===== src/rtl/id_ex_shift_if.sv =====
// ID/EX shift-stage bus: ID-side instruction fields, forwarding sources and
// the EX-side shifter operands. The stage itself takes the slave view.
interface id_ex_shift_if;
  logic        i_Valid;
  logic        i_Stall;
  logic        i_Flush;
  logic [4:0]  i_Shamt;
  logic        i_ShiftVar;
  logic [1:0]  i_OpSift;
  logic [4:0]  i_Rs;
  logic [4:0]  i_Rt;
  logic [4:0]  i_Rd;
  logic [31:0] i_RsData;
  logic [31:0] i_RtData;
  logic        i_ExMemWr;
  logic [4:0]  i_ExMemRd;
  logic [31:0] i_ExMemRes;
  logic        i_MemWbWr;
  logic [4:0]  i_MemWbRd;
  logic [31:0] i_MemWbRes;
  logic [4:0]  o_SA;
  logic [31:0] o_B;
  logic [1:0]  o_OpSift;
  logic [4:0]  o_Rd;
  logic        o_RegWr;
  logic        o_Valid;

  modport master (
    output i_Valid, i_Stall, i_Flush, i_Shamt, i_ShiftVar, i_OpSift,
           i_Rs, i_Rt, i_Rd, i_RsData, i_RtData,
           i_ExMemWr, i_ExMemRd, i_ExMemRes, i_MemWbWr, i_MemWbRd, i_MemWbRes,
    input  o_SA, o_B, o_OpSift, o_Rd, o_RegWr, o_Valid
  );

  modport slave (
    input  i_Valid, i_Stall, i_Flush, i_Shamt, i_ShiftVar, i_OpSift,
           i_Rs, i_Rt, i_Rd, i_RsData, i_RtData,
           i_ExMemWr, i_ExMemRd, i_ExMemRes, i_MemWbWr, i_MemWbRd, i_MemWbRes,
    output o_SA, o_B, o_OpSift, o_Rd, o_RegWr, o_Valid
  );
endinterface


===== src/rtl/id_ex_shift.sv =====
// ID/EX pipeline register for shift-class instructions with EX/MEM and MEM/WB
// operand forwarding applied combinationally on the registered fields.
module id_ex_shift (
  input  logic         i_clk,
  input  logic         i_rst_n,
  id_ex_shift_if.slave bus
);

  logic        valid_q,     valid_d;
  logic [4:0]  shamt_q,     shamt_d;
  logic        shift_var_q, shift_var_d;
  logic [1:0]  op_q,        op_d;
  logic [4:0]  rs_q,        rs_d;
  logic [4:0]  rt_q,        rt_d;
  logic [4:0]  rd_q,        rd_d;
  // Only the low five bits of Rs can ever reach the shift amount.
  logic [4:0]  rs_sa_q,     rs_sa_d;
  logic [31:0] rt_data_q,   rt_data_d;

  logic unused_rs_data_hi;
  assign unused_rs_data_hi = ^bus.i_RsData[31:5];

  always_comb begin
    valid_d     = valid_q;
    shamt_d     = shamt_q;
    shift_var_d = shift_var_q;
    op_d        = op_q;
    rs_d        = rs_q;
    rt_d        = rt_q;
    rd_d        = rd_q;
    rs_sa_d     = rs_sa_q;
    rt_data_d   = rt_data_q;
    if (bus.i_Flush) begin
      valid_d     = 1'b0;
      shamt_d     = '0;
      shift_var_d = 1'b0;
      op_d        = '0;
      rs_d        = '0;
      rt_d        = '0;
      rd_d        = '0;
      rs_sa_d     = '0;
      rt_data_d   = '0;
    end else if (!bus.i_Stall) begin
      valid_d     = bus.i_Valid;
      shamt_d     = bus.i_Shamt;
      shift_var_d = bus.i_ShiftVar;
      op_d        = bus.i_OpSift;
      rs_d        = bus.i_Rs;
      rt_d        = bus.i_Rt;
      rd_d        = bus.i_Rd;
      rs_sa_d     = bus.i_RsData[4:0];
      rt_data_d   = bus.i_RtData;
    end
  end

  always_ff @(posedge i_clk or negedge i_rst_n) begin
    if (!i_rst_n) begin
      valid_q     <= 1'b0;
      shamt_q     <= '0;
      shift_var_q <= 1'b0;
      op_q        <= '0;
      rs_q        <= '0;
      rt_q        <= '0;
      rd_q        <= '0;
      rs_sa_q     <= '0;
      rt_data_q   <= '0;
    end else begin
      valid_q     <= valid_d;
      shamt_q     <= shamt_d;
      shift_var_q <= shift_var_d;
      op_q        <= op_d;
      rs_q        <= rs_d;
      rt_q        <= rt_d;
      rd_q        <= rd_d;
      rs_sa_q     <= rs_sa_d;
      rt_data_q   <= rt_data_d;
    end
  end

  // A source qualifies only with write enable set and a non-zero destination.
  logic ex_hit_rs, ex_hit_rt, wb_hit_rs, wb_hit_rt;
  assign ex_hit_rs = bus.i_ExMemWr && (bus.i_ExMemRd != 5'd0) && (bus.i_ExMemRd == rs_q);
  assign ex_hit_rt = bus.i_ExMemWr && (bus.i_ExMemRd != 5'd0) && (bus.i_ExMemRd == rt_q);
  assign wb_hit_rs = bus.i_MemWbWr && (bus.i_MemWbRd != 5'd0) && (bus.i_MemWbRd == rs_q);
  assign wb_hit_rt = bus.i_MemWbWr && (bus.i_MemWbRd != 5'd0) && (bus.i_MemWbRd == rt_q);

  logic [4:0]  fwd_rs_sa;
  logic [31:0] fwd_rt;
  assign fwd_rs_sa = ex_hit_rs ? bus.i_ExMemRes[4:0] :
                     wb_hit_rs ? bus.i_MemWbRes[4:0] : rs_sa_q;
  assign fwd_rt    = ex_hit_rt ? bus.i_ExMemRes :
                     wb_hit_rt ? bus.i_MemWbRes : rt_data_q;

  assign bus.o_SA     = shift_var_q ? fwd_rs_sa : shamt_q;
  assign bus.o_B      = fwd_rt;
  assign bus.o_OpSift = op_q;
  assign bus.o_Rd     = rd_q;
  assign bus.o_RegWr  = valid_q;
  assign bus.o_Valid  = valid_q;

endmodule


===== src/flat_wrapper.sv =====
// flat-port wrapper written by rule: the top's interface ports become plain ports
module id_ex_shift_flat 
  (i_clk, i_rst_n, bus_i_Valid, bus_i_Stall, bus_i_Flush, bus_i_Shamt, bus_i_ShiftVar, bus_i_OpSift, bus_i_Rs, bus_i_Rt, bus_i_Rd, bus_i_RsData, bus_i_RtData, bus_i_ExMemWr, bus_i_ExMemRd, bus_i_ExMemRes, bus_i_MemWbWr, bus_i_MemWbRd, bus_i_MemWbRes, bus_o_SA, bus_o_B, bus_o_OpSift, bus_o_Rd, bus_o_RegWr, bus_o_Valid);
  id_ex_shift_if bus_i ();
  input  logic i_clk;
  input  logic i_rst_n;
  input wire logic [$bits(bus_i.i_Valid)-1:0] bus_i_Valid;
  input wire logic [$bits(bus_i.i_Stall)-1:0] bus_i_Stall;
  input wire logic [$bits(bus_i.i_Flush)-1:0] bus_i_Flush;
  input wire logic [$bits(bus_i.i_Shamt)-1:0] bus_i_Shamt;
  input wire logic [$bits(bus_i.i_ShiftVar)-1:0] bus_i_ShiftVar;
  input wire logic [$bits(bus_i.i_OpSift)-1:0] bus_i_OpSift;
  input wire logic [$bits(bus_i.i_Rs)-1:0] bus_i_Rs;
  input wire logic [$bits(bus_i.i_Rt)-1:0] bus_i_Rt;
  input wire logic [$bits(bus_i.i_Rd)-1:0] bus_i_Rd;
  input wire logic [$bits(bus_i.i_RsData)-1:0] bus_i_RsData;
  input wire logic [$bits(bus_i.i_RtData)-1:0] bus_i_RtData;
  input wire logic [$bits(bus_i.i_ExMemWr)-1:0] bus_i_ExMemWr;
  input wire logic [$bits(bus_i.i_ExMemRd)-1:0] bus_i_ExMemRd;
  input wire logic [$bits(bus_i.i_ExMemRes)-1:0] bus_i_ExMemRes;
  input wire logic [$bits(bus_i.i_MemWbWr)-1:0] bus_i_MemWbWr;
  input wire logic [$bits(bus_i.i_MemWbRd)-1:0] bus_i_MemWbRd;
  input wire logic [$bits(bus_i.i_MemWbRes)-1:0] bus_i_MemWbRes;
  output wire logic [$bits(bus_i.o_SA)-1:0] bus_o_SA;
  output wire logic [$bits(bus_i.o_B)-1:0] bus_o_B;
  output wire logic [$bits(bus_i.o_OpSift)-1:0] bus_o_OpSift;
  output wire logic [$bits(bus_i.o_Rd)-1:0] bus_o_Rd;
  output wire logic [$bits(bus_i.o_RegWr)-1:0] bus_o_RegWr;
  output wire logic [$bits(bus_i.o_Valid)-1:0] bus_o_Valid;
  assign bus_i.i_Valid = bus_i_Valid;
  assign bus_i.i_Stall = bus_i_Stall;
  assign bus_i.i_Flush = bus_i_Flush;
  assign bus_i.i_Shamt = bus_i_Shamt;
  assign bus_i.i_ShiftVar = bus_i_ShiftVar;
  assign bus_i.i_OpSift = bus_i_OpSift;
  assign bus_i.i_Rs = bus_i_Rs;
  assign bus_i.i_Rt = bus_i_Rt;
  assign bus_i.i_Rd = bus_i_Rd;
  assign bus_i.i_RsData = bus_i_RsData;
  assign bus_i.i_RtData = bus_i_RtData;
  assign bus_i.i_ExMemWr = bus_i_ExMemWr;
  assign bus_i.i_ExMemRd = bus_i_ExMemRd;
  assign bus_i.i_ExMemRes = bus_i_ExMemRes;
  assign bus_i.i_MemWbWr = bus_i_MemWbWr;
  assign bus_i.i_MemWbRd = bus_i_MemWbRd;
  assign bus_i.i_MemWbRes = bus_i_MemWbRes;
  assign bus_o_SA = bus_i.o_SA;
  assign bus_o_B = bus_i.o_B;
  assign bus_o_OpSift = bus_i.o_OpSift;
  assign bus_o_Rd = bus_i.o_Rd;
  assign bus_o_RegWr = bus_i.o_RegWr;
  assign bus_o_Valid = bus_i.o_Valid;
  id_ex_shift u_core (.i_clk(i_clk), .i_rst_n(i_rst_n), .bus(bus_i));
endmodule

===== config.mk =====
export PLATFORM = sky130hd
export DESIGN_NAME = id_ex_shift_flat
export DESIGN_NICKNAME = d
export VERILOG_FILES = /design/src/rtl/id_ex_shift_if.sv /design/src/rtl/id_ex_shift.sv /design/src/flat_wrapper.sv
export SDC_FILE = /design/constraint.sdc
export NUM_CORES = 1
export LEC_CHECK = 0
export CAP_MARGIN = 20
export CORE_MARGIN = 2
export CORE_UTILIZATION = 30
export DETAILED_ROUTE_END_ITERATION = 10
export PLACE_DENSITY_LB_ADDON = 0.15
export SLEW_MARGIN = 20
export SYNTH_ARGS = -nofsm -noshare
export SYNTH_HDL_FRONTEND = slang
export SYNTH_SLANG_ARGS = --single-unit

===== constraint.sdc =====
create_clock -name i_clk -period 2.3 [get_ports i_clk]
set_input_delay 0.46 -clock i_clk [delete_from_list [all_inputs] [get_ports i_clk]]
set_output_delay 0.46 -clock i_clk [all_outputs]
set_load 0.02 [all_outputs]

==> results.toml, run 1 <==
[yosys]
async_reset_ff_frac = 1.00
yosys.cell_count.top_type = "mux2i_1"
synth_top_area_share = 0.428
syn_avg_cell_area_um2 = 10.0
syn_inst = 357
synth_cell_types = 26
synth_edf_count = 0
synthTopCellsByArea = "dfrtp_1, mux2i_1, nor2_1"
synth-seq-cells = 61
seq_area_frac_synth = 0.428
synth_nets = 525
yosys_warnings = 0
yosysTopAreaCell = "dfrtp_1"
synth_commonest_cells = "mux2i_1, dfrtp_1, nor2_1"
syn_area_um2 = 3570
ys.flop_type = "dfrtp_1"

[cells_and_area]
finalInstanceArea_um2 = 6710
drive_gt1_frac = 0.291
area_delta_synth_final_pct = 87.9
diodes = 0
nets = 748
fillers = 985

[global_routing]
grt_pass1_wl_um = 19400
grt_pass1_vias = 3687
grt_max_degree = 44
gr-usage-all-layers = 0.196
grt_overflow = 0
antenna_found_initial = 0

[setup_path]
start_kind = "register"
cp_cell_sequence = "buf_6 -> xnor2_2 -> nand4_1 -> nor4_4 -> buf_6 -> buf_12 -> mux2i_1 -> o21ai_1 -> buf_2"
path_buf_inv = 4
cp_num_cells = 9
cp_slowest_cell = "dfrtp_1"
critical_path_arrival_ps = 2150
required_ps = 1840
cp_max_fo = 9
endpoint_kind = "output port"
worst_r2r_path_depth = 2
cp_common_cell = "buf_6"
path_class = "reg2out"
cpPeakStageDelay_ps = 400
path_delay_family = "buffers and inverters"

[detailed_routing]
viasPerCell = 4.73
first_iter_violations = 112
drc = 15
avgRoutedWirePerCell_um = 17.0
first_pass_iters = 7
ant_nets = 0
wirelength_um = 12400
dr_total_vias = 3443

[power]
p_leak_nw = 2.92
comb_power_share = 0.248
swShare = 0.258
power.density_nw_per_um2 = 517
pwr-share-seq = 0.342
ir_drop_v = 0.000264
pwr-share-clk = 0.411
switchingPower_mw = 0.895
intPower_mw = 2.57

[placement]
place_congestion = 0.776
dpl.hpwl_um = 8200
io_buffers = 186
place_ws_ps = -1010
place_area_um2 = 5740

[floorplanning]
dieArea_um2 = 12800
ios = 214
initial_utilization = 0.310
dieHeight_um = 113
die_w_um = 113
fp.coreArea_um2 = 11500
rows = 39

[hold_path]
hold_class = "in2async"

[clock_tree]
cts_tree = "yes"
cts.sinks = 61
clk_pin_slew_ps = 60
cts_root_buf = "clkbuf_16"
h-tree-depth = 3
clk_latency_ps = 330
numCtsBuffers = 9
clk_path_buf_depth = 2

[sta]
layout_min_cycle_time_ps = 2610
slew_violations = 0
setup_viol = 37
hold_violations = 0
fin_ws_ps = -306
fmax_mhz = 384
maxSlewHeadroom = 0.564
rsz0062_at_grt = "yes"
tightest_slew_ps = 655
clock_skew_ps = 0
post-route-period-util = 1.13

[status]
violations = "design-rule violations, negative setup slack"
status = "finished with violations"

[run]
cap_violations = 0
layout make-up:
cell class,instances,area [um2],share of cell area
flip-flops and latches,61,1530,0.228
inverters,4,15.0,0.00224
well taps,143,179,0.0267
clock buffers,9,225,0.0336
clock inverters,7,90.1,0.0134
multi-input cells,267,2190,0.326
repair buffers,237,2480,0.370
path summary, 6_finish.rpt:
kind | from | to | slack (ps)
min in group i_clk | u_core.bus.o_Rd[3] | u_core.bus.o_Rd[3] | 520
max in group asynchronous | i_rst_n | u_core.rt_q[1] | 1590
worst max-delay path | u_core.rt_q[2] | bus_o_B[15] | -310
worst max register to register | u_core.shift_var_q | u_core.shift_var_q | 1410
worst min-delay path | i_rst_n | u_core.bus.o_Rd[3] | 90
worst min register to register | u_core.bus.o_Rd[3] | u_core.bus.o_Rd[3] | 520
metrics by stage:
step	utilization	hold slack, ps	power, mW	cells	setup TNS (ps)
finish	0.582	85.1	3.47	728	-9580
global placement	0.499	440	1.97	687	-36340
floorplan	-	164	1.51	357	-218
detailed placement	0.499	450	1.98	687	-36230
global route	0.582	113	3.63	728	-14030
CTS	0.577	93.2	3.50	728	-10710
power groups by stage:
| stage | Combinational (mW) | Sequential, mW | Clock [mW] |
|---|---|---|---|
| after global placement | 0.774 | 1.20 | 0 |
| final | 0.859 | 1.18 | 1.42 |
| after global routing | 0.920 | 1.19 | 1.52 |
| after floorplan | 0.316 | 1.19 | 0 |
| after detailed placement | 0.781 | 1.20 | 0 |
| after CTS | 0.850 | 1.18 | 1.47 |
registers in the layout, indices dropped and copies added, names as in the netlist:
register,flops
u_core.shamt_q,5
u_core.rs_q,5
u_core.rt_q,5
u_core.rt_data_q,32
u_core.bus.o_RegWr,1
u_core.rs_sa_q,5
u_core.shift_var_q,1
u_core.bus.o_Rd,5
u_core.bus.o_OpSift,2
cell families after synthesis:
family	after synthesis	synth area share
AND/OR/NAND/NOR	110	0.145
multiplexers	98	0.275
flip-flops	61	0.428
AO/OA/AOI/OAI	39	0.0603
buffers and inverters	29	0.0431
XOR/XNOR	20	0.0491
layout by cell type (no fill, tap or decap), types with 4 or more instances in the layout:
cell type / synthesis / layout
buf_12: 0 / 10
buf_16: 0 / 7
buf_2: 6 / 13
buf_4: 1 / 33
buf_6: 0 / 36
clkbuf_16: 0 / 9
clkdlybuf4s50_1: 0 / 134
dfrtp_1: 61 / 59
inv_1: 4 / 4
mux2i_1: 98 / 86
mux2i_2: 0 / 5
mux2i_4: 0 / 7
nand2_1: 32 / 28
nand3_1: 6 / 5
nor2_1: 61 / 61
nor4_4: 3 / 4
o21ai_1: 31 / 15
o21ai_2: 1 / 15
o21ai_4: 0 / 4
o221ai_1: 4 / 4
xnor2_1: 12 / 5
xnor2_2: 0 / 7
xor2_1: 8 / 7
repair_timing:
item,CTS,global route
cloned,9,0
resized for setup,302,22
hold buffers,0,0
endpoints found under the setup margin,37,37
pin swaps,26,16
buffers inserted,16,1
metal layers:
layer / share of wire / global-route usage / vias up
met5: 0 / 0 / -
met4: 0.012 / 0.0496 / 0
met3: 0.075 / 0.0509 / 10
met2: 0.49 / 0.334 / 127
met1: 0.42 / 0.248 / 1631
li1: - / - / 1675
(Power assumes the default switching activity.)
==> run 2, diff against run 1 <==
--- a/config.mk
+++ b/config.mk
@@ -10,7 +10,6 @@
 export CORE_UTILIZATION = 30
 export DETAILED_ROUTE_END_ITERATION = 10
 export PLACE_DENSITY_LB_ADDON = 0.15
-export SLEW_MARGIN = 20
 export SYNTH_ARGS = -nofsm -noshare
 export SYNTH_HDL_FRONTEND = slang
 export SYNTH_SLANG_ARGS = --single-unit
==> results of run 2 <==
Final layout, timing and power as in run 1 (identical DEF).
==> run 3, diff against run 2 <==
--- a/config.mk
+++ b/config.mk
@@ -9,6 +9,7 @@
 export CORE_MARGIN = 2
 export CORE_UTILIZATION = 30
 export DETAILED_ROUTE_END_ITERATION = 10
+export MAX_ROUTING_LAYER = met4
 export PLACE_DENSITY_LB_ADDON = 0.15
 export SYNTH_ARGS = -nofsm -noshare
 export SYNTH_HDL_FRONTEND = slang
==> run 3 against run 2 <==
Effect of this change:
- the run still ends with design-rule violations, negative setup slack left
- register-to-register slack about the same
- highest routed layer unchanged
- critical endpoint unchanged
- global-route usage up 0.58 points
- utilization unchanged
- critical path depth unchanged
- wire length is 0.45% higher
- final cell count unchanged
- first-iteration DRC count decreased by 2.7%
- critical path type unchanged
==> results.toml, run 3 (synthesized netlist as in run 1, its figures left out) <==
[status]
status = "finished with violations"
violations = "design-rule violations, negative setup slack"

[floorplanning]
fp.coreArea_um2 = 11500
die_w_um = 113
initial_utilization = 0.310
dieHeight_um = 113
dieArea_um2 = 12800
ios = 214
rows = 39

[setup_path]
endpoint_kind = "output port"
r2r_end = "u_core.shift_var_q"
cp_max_fo = 9
required_ps = 1840
worst_r2r_path_depth = 2
start_kind = "register"
critical_path_arrival_ps = 2150
path_class = "reg2out"
reg2reg_from = "u_core.shift_var_q"
regToRegSetupSlack_ps = 1420

[global_routing]
grt_pass1_wl_um = 19400
grt_max_degree = 44
antenna_found_initial = 0
grt_overflow = 0
gr-usage-all-layers = 0.202
grt_pass1_vias = 3697

[cells_and_area]
drive_gt1_frac = 0.291
largest_reg_flops = 32
largest-register = "u_core.rt_data_q"
nets = 748
multi_input_area_um2 = 2190
seqCellArea_um2 = 1530
area_delta_synth_final_pct = 87.9
diodes = 0
layout_common_cells = "clkdlybuf4s50_1, mux2i_1, nor2_1, dfrtp_1, buf_6"
utilization = 0.582
fillers = 985
final_common_cell = "clkdlybuf4s50_1"

[sta]
setup_viol = 37
tightest_slew_ps = 660
fin_ws_ps = -305
post-route-period-util = 1.13
slew_violations = 0
fmax_mhz = 384
maxSlewHeadroom = 0.560
layout_min_cycle_time_ps = 2610
hold_violations = 0
clock_skew_ps = 0
rsz0062_at_grt = "yes"

[power]
p_leak_nw = 2.92
ir_drop_v = 0.000263
power.density_nw_per_um2 = 516

[clock_tree]
ctsHoldBuffers = 0
numCtsBuffers = 9
h-tree-depth = 3
cts_tree = "yes"
clk_latency_ps = 330
clk_path_buf_depth = 2
cts.sinks = 61
clk_pin_slew_ps = 50
cts_root_buf = "clkbuf_16"

[detailed_routing]
ant_nets = 0
dr_total_vias = 3457
first_iter_violations = 109
first_pass_iters = 7
drc = 15
viasPerCell = 4.75
wirelength_um = 12400
avgRoutedWirePerCell_um = 17.1

[placement]
io_buffers = 186
dpl.hpwl_um = 8200
place_ws_ps = -1010
place_congestion = 0.787

[hold_path]
hold_class = "in2async"

[run]
cap_violations = 0
run 3: what timing repair did:
| item | 4_1_cts | 5_1_grt |
|---|---|---|
| buffers inserted | 16 | 1 |
| resized for setup | 302 | 22 |
| pin swaps | 26 | 16 |
| gates cloned | 9 | 0 |
| setup endpoints to repair | 37 | 37 |
run 3: metal layers:
metal | track usage | vias to the layer above | routed length, um | part of all wire
li1 | - | 1675 | - | -
met1 | 0.251 | 1641 | 5310 | 0.43
met2 | 0.336 | 130 | 6120 | 0.49
met3 | 0.0450 | 11 | 869 | 0.070
met4 | 0.0496 | 0 | 136 | 0.011
met5 | - | - | 0 | 0
run 3: layout make-up:
| class | instances | area share |
|---|---|---|
| multi-input combinational | 267 | 0.326 |
| tap | 143 | 0.0267 |
| inverter | 4 | 0.00224 |
| clock buffer | 9 | 0.0336 |
| clock inverter | 7 | 0.0134 |
| sequential | 61 | 0.228 |
| timing repair buffer | 237 | 0.370 |
run 3: stage by stage:
stage	TNS [ps]	power, mW	hold slack, ps	std cells	area [um2]
2_1_floorplan	-218	1.51	164	357	3570
3_3_place_gp	-36340	1.97	440	687	5740
3_5_place_dp	-36230	1.98	450	687	5740
4_1_cts	-10710	3.50	93.2	728	6640
5_1_grt	-14030	3.63	114	728	6710
6_report	-9590	3.46	90.5	728	6710
run 3: worst max path at each step:
stage                              to  cells past startpoint        startpoint  slack, ps
after floorplan           bus_o_SA[0]                      5  bus_i_ExMemRd[0]        -20
after global placement     bus_o_B[4]                      9  bus_i_MemWbRd[0]      -1020
after detailed placement  bus_o_B[24]                      9  bus_i_MemWbRd[0]      -1010
after CTS                 bus_o_B[12]                      9    u_core.rt_q[2]       -350
after global routing      bus_o_B[13]                      9    u_core.rt_q[2]       -440
final                     bus_o_B[15]                      9    u_core.rt_q[2]       -310
run 3: report_power, final:
group	internal (mW)	leakage [nW]	switching, mW
clock	0.941	0.151	0.478
combinational	0.497	1.96	0.363
sequential	1.14	0.807	0.0495
total	2.57	2.92	0.891
run 3: critical path, cell delays in order (launching register included):
cell and delay (ps):
dfrtp_1 400, buf_6 130, xnor2_2 110, nand4_1 160, nor4_4 220, buf_6 200
buf_12 150, mux2i_1 230, o21ai_1 70, buf_2 150
==> edit 1, RTL diff (settings of run 3) <==
Make the reset (`i_rst_n`) synchronous in one clocked block.
--- a/src/rtl/id_ex_shift.sv
+++ b/src/rtl/id_ex_shift.sv
@@ -53,7 +53,7 @@
     end
   end
 
-  always_ff @(posedge i_clk or negedge i_rst_n) begin
+  always_ff @(posedge i_clk) begin
     if (!i_rst_n) begin
       valid_q     <= 1'b0;
       shamt_q     <= '0;
Function: differs if i_rst_n is asserted again (counterexample within 4 cycles, from zero or initial values and one cycle with i_rst_n low); with i_rst_n held inactive, the same outputs for 10 cycles.
==> edit 1 against run 3 <==
The run ends with setup timing left; synthesized cell count increased by 0.56%; setup slack improved by 0.022 ns; routed wire length decreased by 11%; critical endpoint is now bus_o_SA[1]; via count decreased by 4.6%; core utilization decreased by 3.0 points; final area decreased by 11%; synthesized area decreased by 6.6%; sequential cell count unchanged; power decreased by 23%.
==> edit 1: results (changes against run 3) <==
\begin{tabular}{lr}
\hline
Metric & Value \\
\hline
\multicolumn{2}{l}{\textbf{Clock network}} \\
\quad Gates resized, CTS repair & 249 (-18\%) \\
\quad Setup repair bufs after CTS & 14 (-2) \\
\quad Root buffer selected by CTS & sky130\_fd\_sc\_hd\_\_clkbuf\_8 \\
\multicolumn{2}{l}{\textbf{Run status}} \\
\quad Outcome & complete, but fails checks \\
\quad Failing checks & setup timing \\
\multicolumn{2}{l}{\textbf{Global routing}} \\
\quad Pin count of the biggest net entering global routing & 62 (+41\%) \\
\quad Vias in the first global route & 3,333 (-9.8\%) \\
\quad Total routing usage reported by global routing & 0.185 (-0.0163) \\
\quad Wire length of the first global-routing pass & 16,600 um (-15\%) \\
\multicolumn{2}{l}{\textbf{Setup path}} \\
\quad Kind of cell with the highest combined delay on the critical path & simple AND/OR/NAND/NOR gates \\
\quad Critical-path cell with the highest stage delay & sky130\_fd\_sc\_hd\_\_or4\_4 \\
\quad Max incr delay on CP & 0.53 ns (+0.13 ns) \\
\quad Startpoint of the worst register-to-register path & u\_core.rs\_q[4]\$\_SDFFE\_PP0N\_ \\
\quad Largest driver fanout on the critical path & 5 (-4) \\
\multicolumn{2}{l}{\textbf{Logic synthesis}} \\
\quad Synth Area in Compound Gates & 0.0732 (+0.0129) \\
\quad Post-synthesis share of cell area spent on xor and xnor gates & 0.0525 (+0.00346) \\
\quad Most frequent cells after synthesis & sky130\_fd\_sc\_hd\_\_mux2i\_1, sky130\_fd\_sc\_hd\_\_dfxtp\_1, sky130\_fd\_sc\_hd\_\_nor2\_1 \\
\quad Synth Flop Type & sky130\_fd\_sc\_hd\_\_dfxtp\_1 \\
\multicolumn{2}{l}{\textbf{Routing}} \\
\quad First-iteration detailed-routing DRC count & 105 (-3.7\%) \\
\quad Via/cell ratio & 4.58 (-3.5\%) \\
\quad First-pass DRT Iterations & 4 (-3) \\
\multicolumn{2}{l}{\textbf{Worst hold path}} \\
\quad Hold/Removal Path Class & reg -> reg \\
\multicolumn{2}{l}{\textbf{Place}} \\
\quad Pre-CTS WS & -1.23 ns (-0.213 ns) \\
\quad Weighted congestion reported at the end of routability-driven placement & 0.808 (+2.7\%) \\
\multicolumn{2}{l}{\textbf{Timing}} \\
\quad Worst-case setup margin in the final layout & -0.283 ns (+0.0223 ns) \\
\quad Final setup TNS & -7.28 ns (+2.30 ns) \\
\quad Final setup violation count & 37 (unchanged) \\
\quad Tightest slew margin relative to the limit & 0.745 (+0.185) \\
\multicolumn{2}{l}{\textbf{Pwr}} \\
\quad Static leakage & 2.42 nW (-17\%) \\
\quad P\_int & 1.98 mW (-23\%) \\
\hline
\end{tabular}
## edit 1: metal layers
metal	up-vias	GRT usage	routed length (um)
li1	1664	-	-
met1	1512	0.209	4400
met2	105	0.309	5460
met3	18	0.0528	994
met4	0	0.0741	235
met5	-	-	0
## edit 1: layout make-up
class | count | area, um^2
flip-flops and latches | 61 | 1230
clock inverters | 1 | 5.00
clock buffers | 13 | 179
multi-input cells | 272 | 2040
well taps | 140 | 175
repair buffers | 233 | 2350
fillers | 1013 | 4860
## edit 1: metrics by stage
step | instances | area, um^2 | util
floorplan | 359 | 3330 | -
global placement | 689 | 5520 | 0.510
detailed placement | 690 | 5540 | 0.511
CTS | 719 | 5950 | 0.548
global route | 720 | 5980 | 0.552
finish | 720 | 5980 | 0.552
## edit 1: worst reg2reg max path, delay by kind of cell, from the launching register on
family	cells	cell delay [ns]
buf+inv	1	0.13
simple gates	1	0.05
mux	1	0.12
flops	1	0.36
## edit 1: final timing paths
path,to,slack (ns)
max,bus_o_SA[1],-0.28
min,u_core.shift_var_q$_SDFFE_PP0N_,0.49
max reg2reg,u_core.rs_q[4]$_SDFFE_PP0N_,1.53
min reg2reg,u_core.shift_var_q$_SDFFE_PP0N_,0.49
## edit 1: kinds of logic (layout without fill, tap and decap cells)
| logic type | count (synthesis) | in the layout |
|---|---|---|
| AOI/OAI and AO/OA | 38 | 38 |
| muxes | 98 | 98 |
| xor gates and xnor gates | 20 | 20 |
| DFF | 61 | 61 |
| and+or+nand+nor | 116 | 116 |
| buffers and inverters | 26 | 247 |
## edit 1: power by group through the flow
stage	clock network (mW)	logic, mW	registers (mW)
2_1_floorplan	0	0.243	1.14
4_1_cts	0.940	0.639	1.11
5_1_grt	0.987	0.687	1.12
6_report	0.898	0.641	1.11
3_3_place_gp	0	0.623	1.13
3_5_place_dp	0	0.629	1.14
==> edit 2, RTL diff (flow settings as in run 3) <==
Made on the original files. Take the reset off `rt_data_q` and load it in a clocked block of its own.
--- a/src/rtl/id_ex_shift.sv
+++ b/src/rtl/id_ex_shift.sv
@@ -63,7 +63,6 @@
       rt_q        <= '0;
       rd_q        <= '0;
       rs_sa_q     <= '0;
-      rt_data_q   <= '0;
     end else begin
       valid_q     <= valid_d;
       shamt_q     <= shamt_d;
@@ -73,8 +72,11 @@
       rt_q        <= rt_d;
       rd_q        <= rd_d;
       rs_sa_q     <= rs_sa_d;
-      rt_data_q   <= rt_data_d;
     end
+  end
+
+  always_ff @(posedge i_clk) begin
+    rt_data_q <= rt_data_d;
   end
 
   // A source qualifies only with write enable set and a non-zero destination.
Formal check against the unedited RTL: not equivalent (a bounded check fails within 4 cycles, from zero or initial values and one cycle with i_rst_n low).
==> edit 2 against run 3 <==
The flow finishes with violations (setup timing); setup slack barely moved; die area shrank 2.6%; clock skew stayed put; fmax is essentially flat; power down 6.9%; final area shrank 5.4%; sequential cell count unchanged; synthesized area down 2.7%; routed wire length rose by 0.34%; sequential power about the same; largest power group unchanged.
==> edit 2: results (changes against run 3) <==
\begin{tabular}{lr}
\hline
Metric & Value \\
\hline
\multicolumn{2}{l}{\textbf{Run status}} \\
\quad Outcome & complete, but fails checks \\
\quad Failing checks & setup timing \\
\multicolumn{2}{l}{\textbf{Logic synthesis}} \\
\quad Synth area leaders & sky130\_fd\_sc\_hd\_\_mux2i\_1, sky130\_fd\_sc\_hd\_\_dfrtp\_1, sky130\_fd\_sc\_hd\_\_dfxtp\_1 \\
\quad Share of synthesized area occupied by flip-flops and latches & 0.393 (-0.0342) \\
\quad Synth Flop Type & sky130\_fd\_sc\_hd\_\_dfxtp\_1 \\
\quad Number of library cell types mapped by synthesis & 25 (-3.8\%) \\
\quad Net Count, Synth & 526 (+0.19\%) \\
\quad Average cell area after synthesis & 9.70 um\^{}2 (-3.0\%) \\
\multicolumn{2}{l}{\textbf{Routing}} \\
\quad First-pass DRT Iterations & 4 (-3) \\
\quad First-iteration detailed-routing DRC count & 124 (+14\%) \\
\quad Via/cell ratio & 4.74 (-0.26\%) \\
\quad Number of vias in the routed layout & 3,429 (-0.81\%) \\
\multicolumn{2}{l}{\textbf{Timing}} \\
\quad Final setup TNS & -9.66 ns (-0.0738 ns) \\
\quad Final setup violation count & 37 (unchanged) \\
\quad Worst hold margin & 0.495 ns (+0.405 ns) \\
\quad Worst-case setup margin in the final layout & -0.305 ns (+0.000202 ns) \\
\multicolumn{2}{l}{\textbf{Global routing}} \\
\quad Pin count of the biggest net entering global routing & 62 (+41\%) \\
\quad Wire length of the first global-routing pass & 17,900 um (-7.8\%) \\
\multicolumn{2}{l}{\textbf{Place}} \\
\quad Cell count after placement & 686 (-0.15\%) \\
\quad Pre-CTS WS & -1.10 ns (-0.0898 ns) \\
\quad Estimated wirelength of the detail-placed design & 7950 um (-3.0\%) \\
\quad Weighted congestion reported at the end of routability-driven placement & 0.786 (-0.10\%) \\
\multicolumn{2}{l}{\textbf{Pwr}} \\
\quad Static leakage & 2.66 nW (-8.9\%) \\
\multicolumn{2}{l}{\textbf{Worst hold path}} \\
\quad Hold/Removal Path Class & reg -> reg \\
\multicolumn{2}{l}{\textbf{Final layout}} \\
\quad Post-layout net count & 744 (-0.53\%) \\
\quad Layout cell share with drive strength beyond 1 & 0.262 (-0.0290) \\
\multicolumn{2}{l}{\textbf{Setup path}} \\
\quad Max incr delay on CP & 0.45 ns (+0.05 ns) \\
\quad Reg-to-reg setup timing slack & 1.31 ns (-0.11 ns) \\
\quad Largest driver fanout on the critical path & 7 (-2) \\
\hline
\end{tabular}
-- edit 2: final cells by class --
class	instances	area, um^2
Clock inverter	4	25.0
Clock buffer	12	246
Tap cell	143	179
Multi-Input combinational cell	271	2200
Sequential cell	61	1370
Fill cell	1040	5020
Timing Repair Buffer	233	2330
-- edit 2: what timing repair did --
action | CTS | global route
gates cloned | 3 | 8
setup buffers | 9 | 5
endpoints found under the setup margin | 37 | 37
hold buffers | 0 | 0
pin swaps | 16 | 12
resized for setup | 198 | 78
-- edit 2: logic make-up after synthesis --
kind of cell | Yosys count | share of synthesized area
simple gates | 115 | 0.157
mux | 98 | 0.282
flops | 61 | 0.393
compound gates | 38 | 0.0702
buf+inv | 26 | 0.0461
xor+xnor | 20 | 0.0504
-- edit 2: worst max-delay path by stage --
| stage | start | end | slack, ns | depth (start not counted) |
|---|---|---|---|---|
| 4_1_cts | u_core.rt_q[2]$_DFFE_PN0P_ | bus_o_B[17] | -0.47 | 9 |
| 3_3_place_gp | bus_i_MemWbRd[2] | bus_o_SA[4] | -1.02 | 8 |
| 5_1_grt | u_core.rt_q[4]$_DFFE_PN0P_ | bus_o_B[25] | -0.39 | 8 |
| 2_1_floorplan | bus_i_MemWbRd[0] | bus_o_B[10] | 0.01 | 6 |
| 6_report | u_core.rt_q[4]$_DFFE_PN0P_ | bus_o_B[25] | -0.31 | 8 |
| 3_5_place_dp | bus_i_MemWbRd[2] | bus_o_SA[1] | -1.10 | 8 |
-- edit 2: layer usage --
layer  vias up  track usage  wire [um]
li1       1668            -          -
met1      1637        0.230       5590
met2       116        0.313       6210
met3         8       0.0354        531
met4         0       0.0560        141
met5         -            -          0
-- edit 2: where the power goes --
group / switching (mW) / internal [mW]
combinational: 0.348 / 0.478
clock: 0.468 / 0.754
sequential: 0.0490 / 1.13
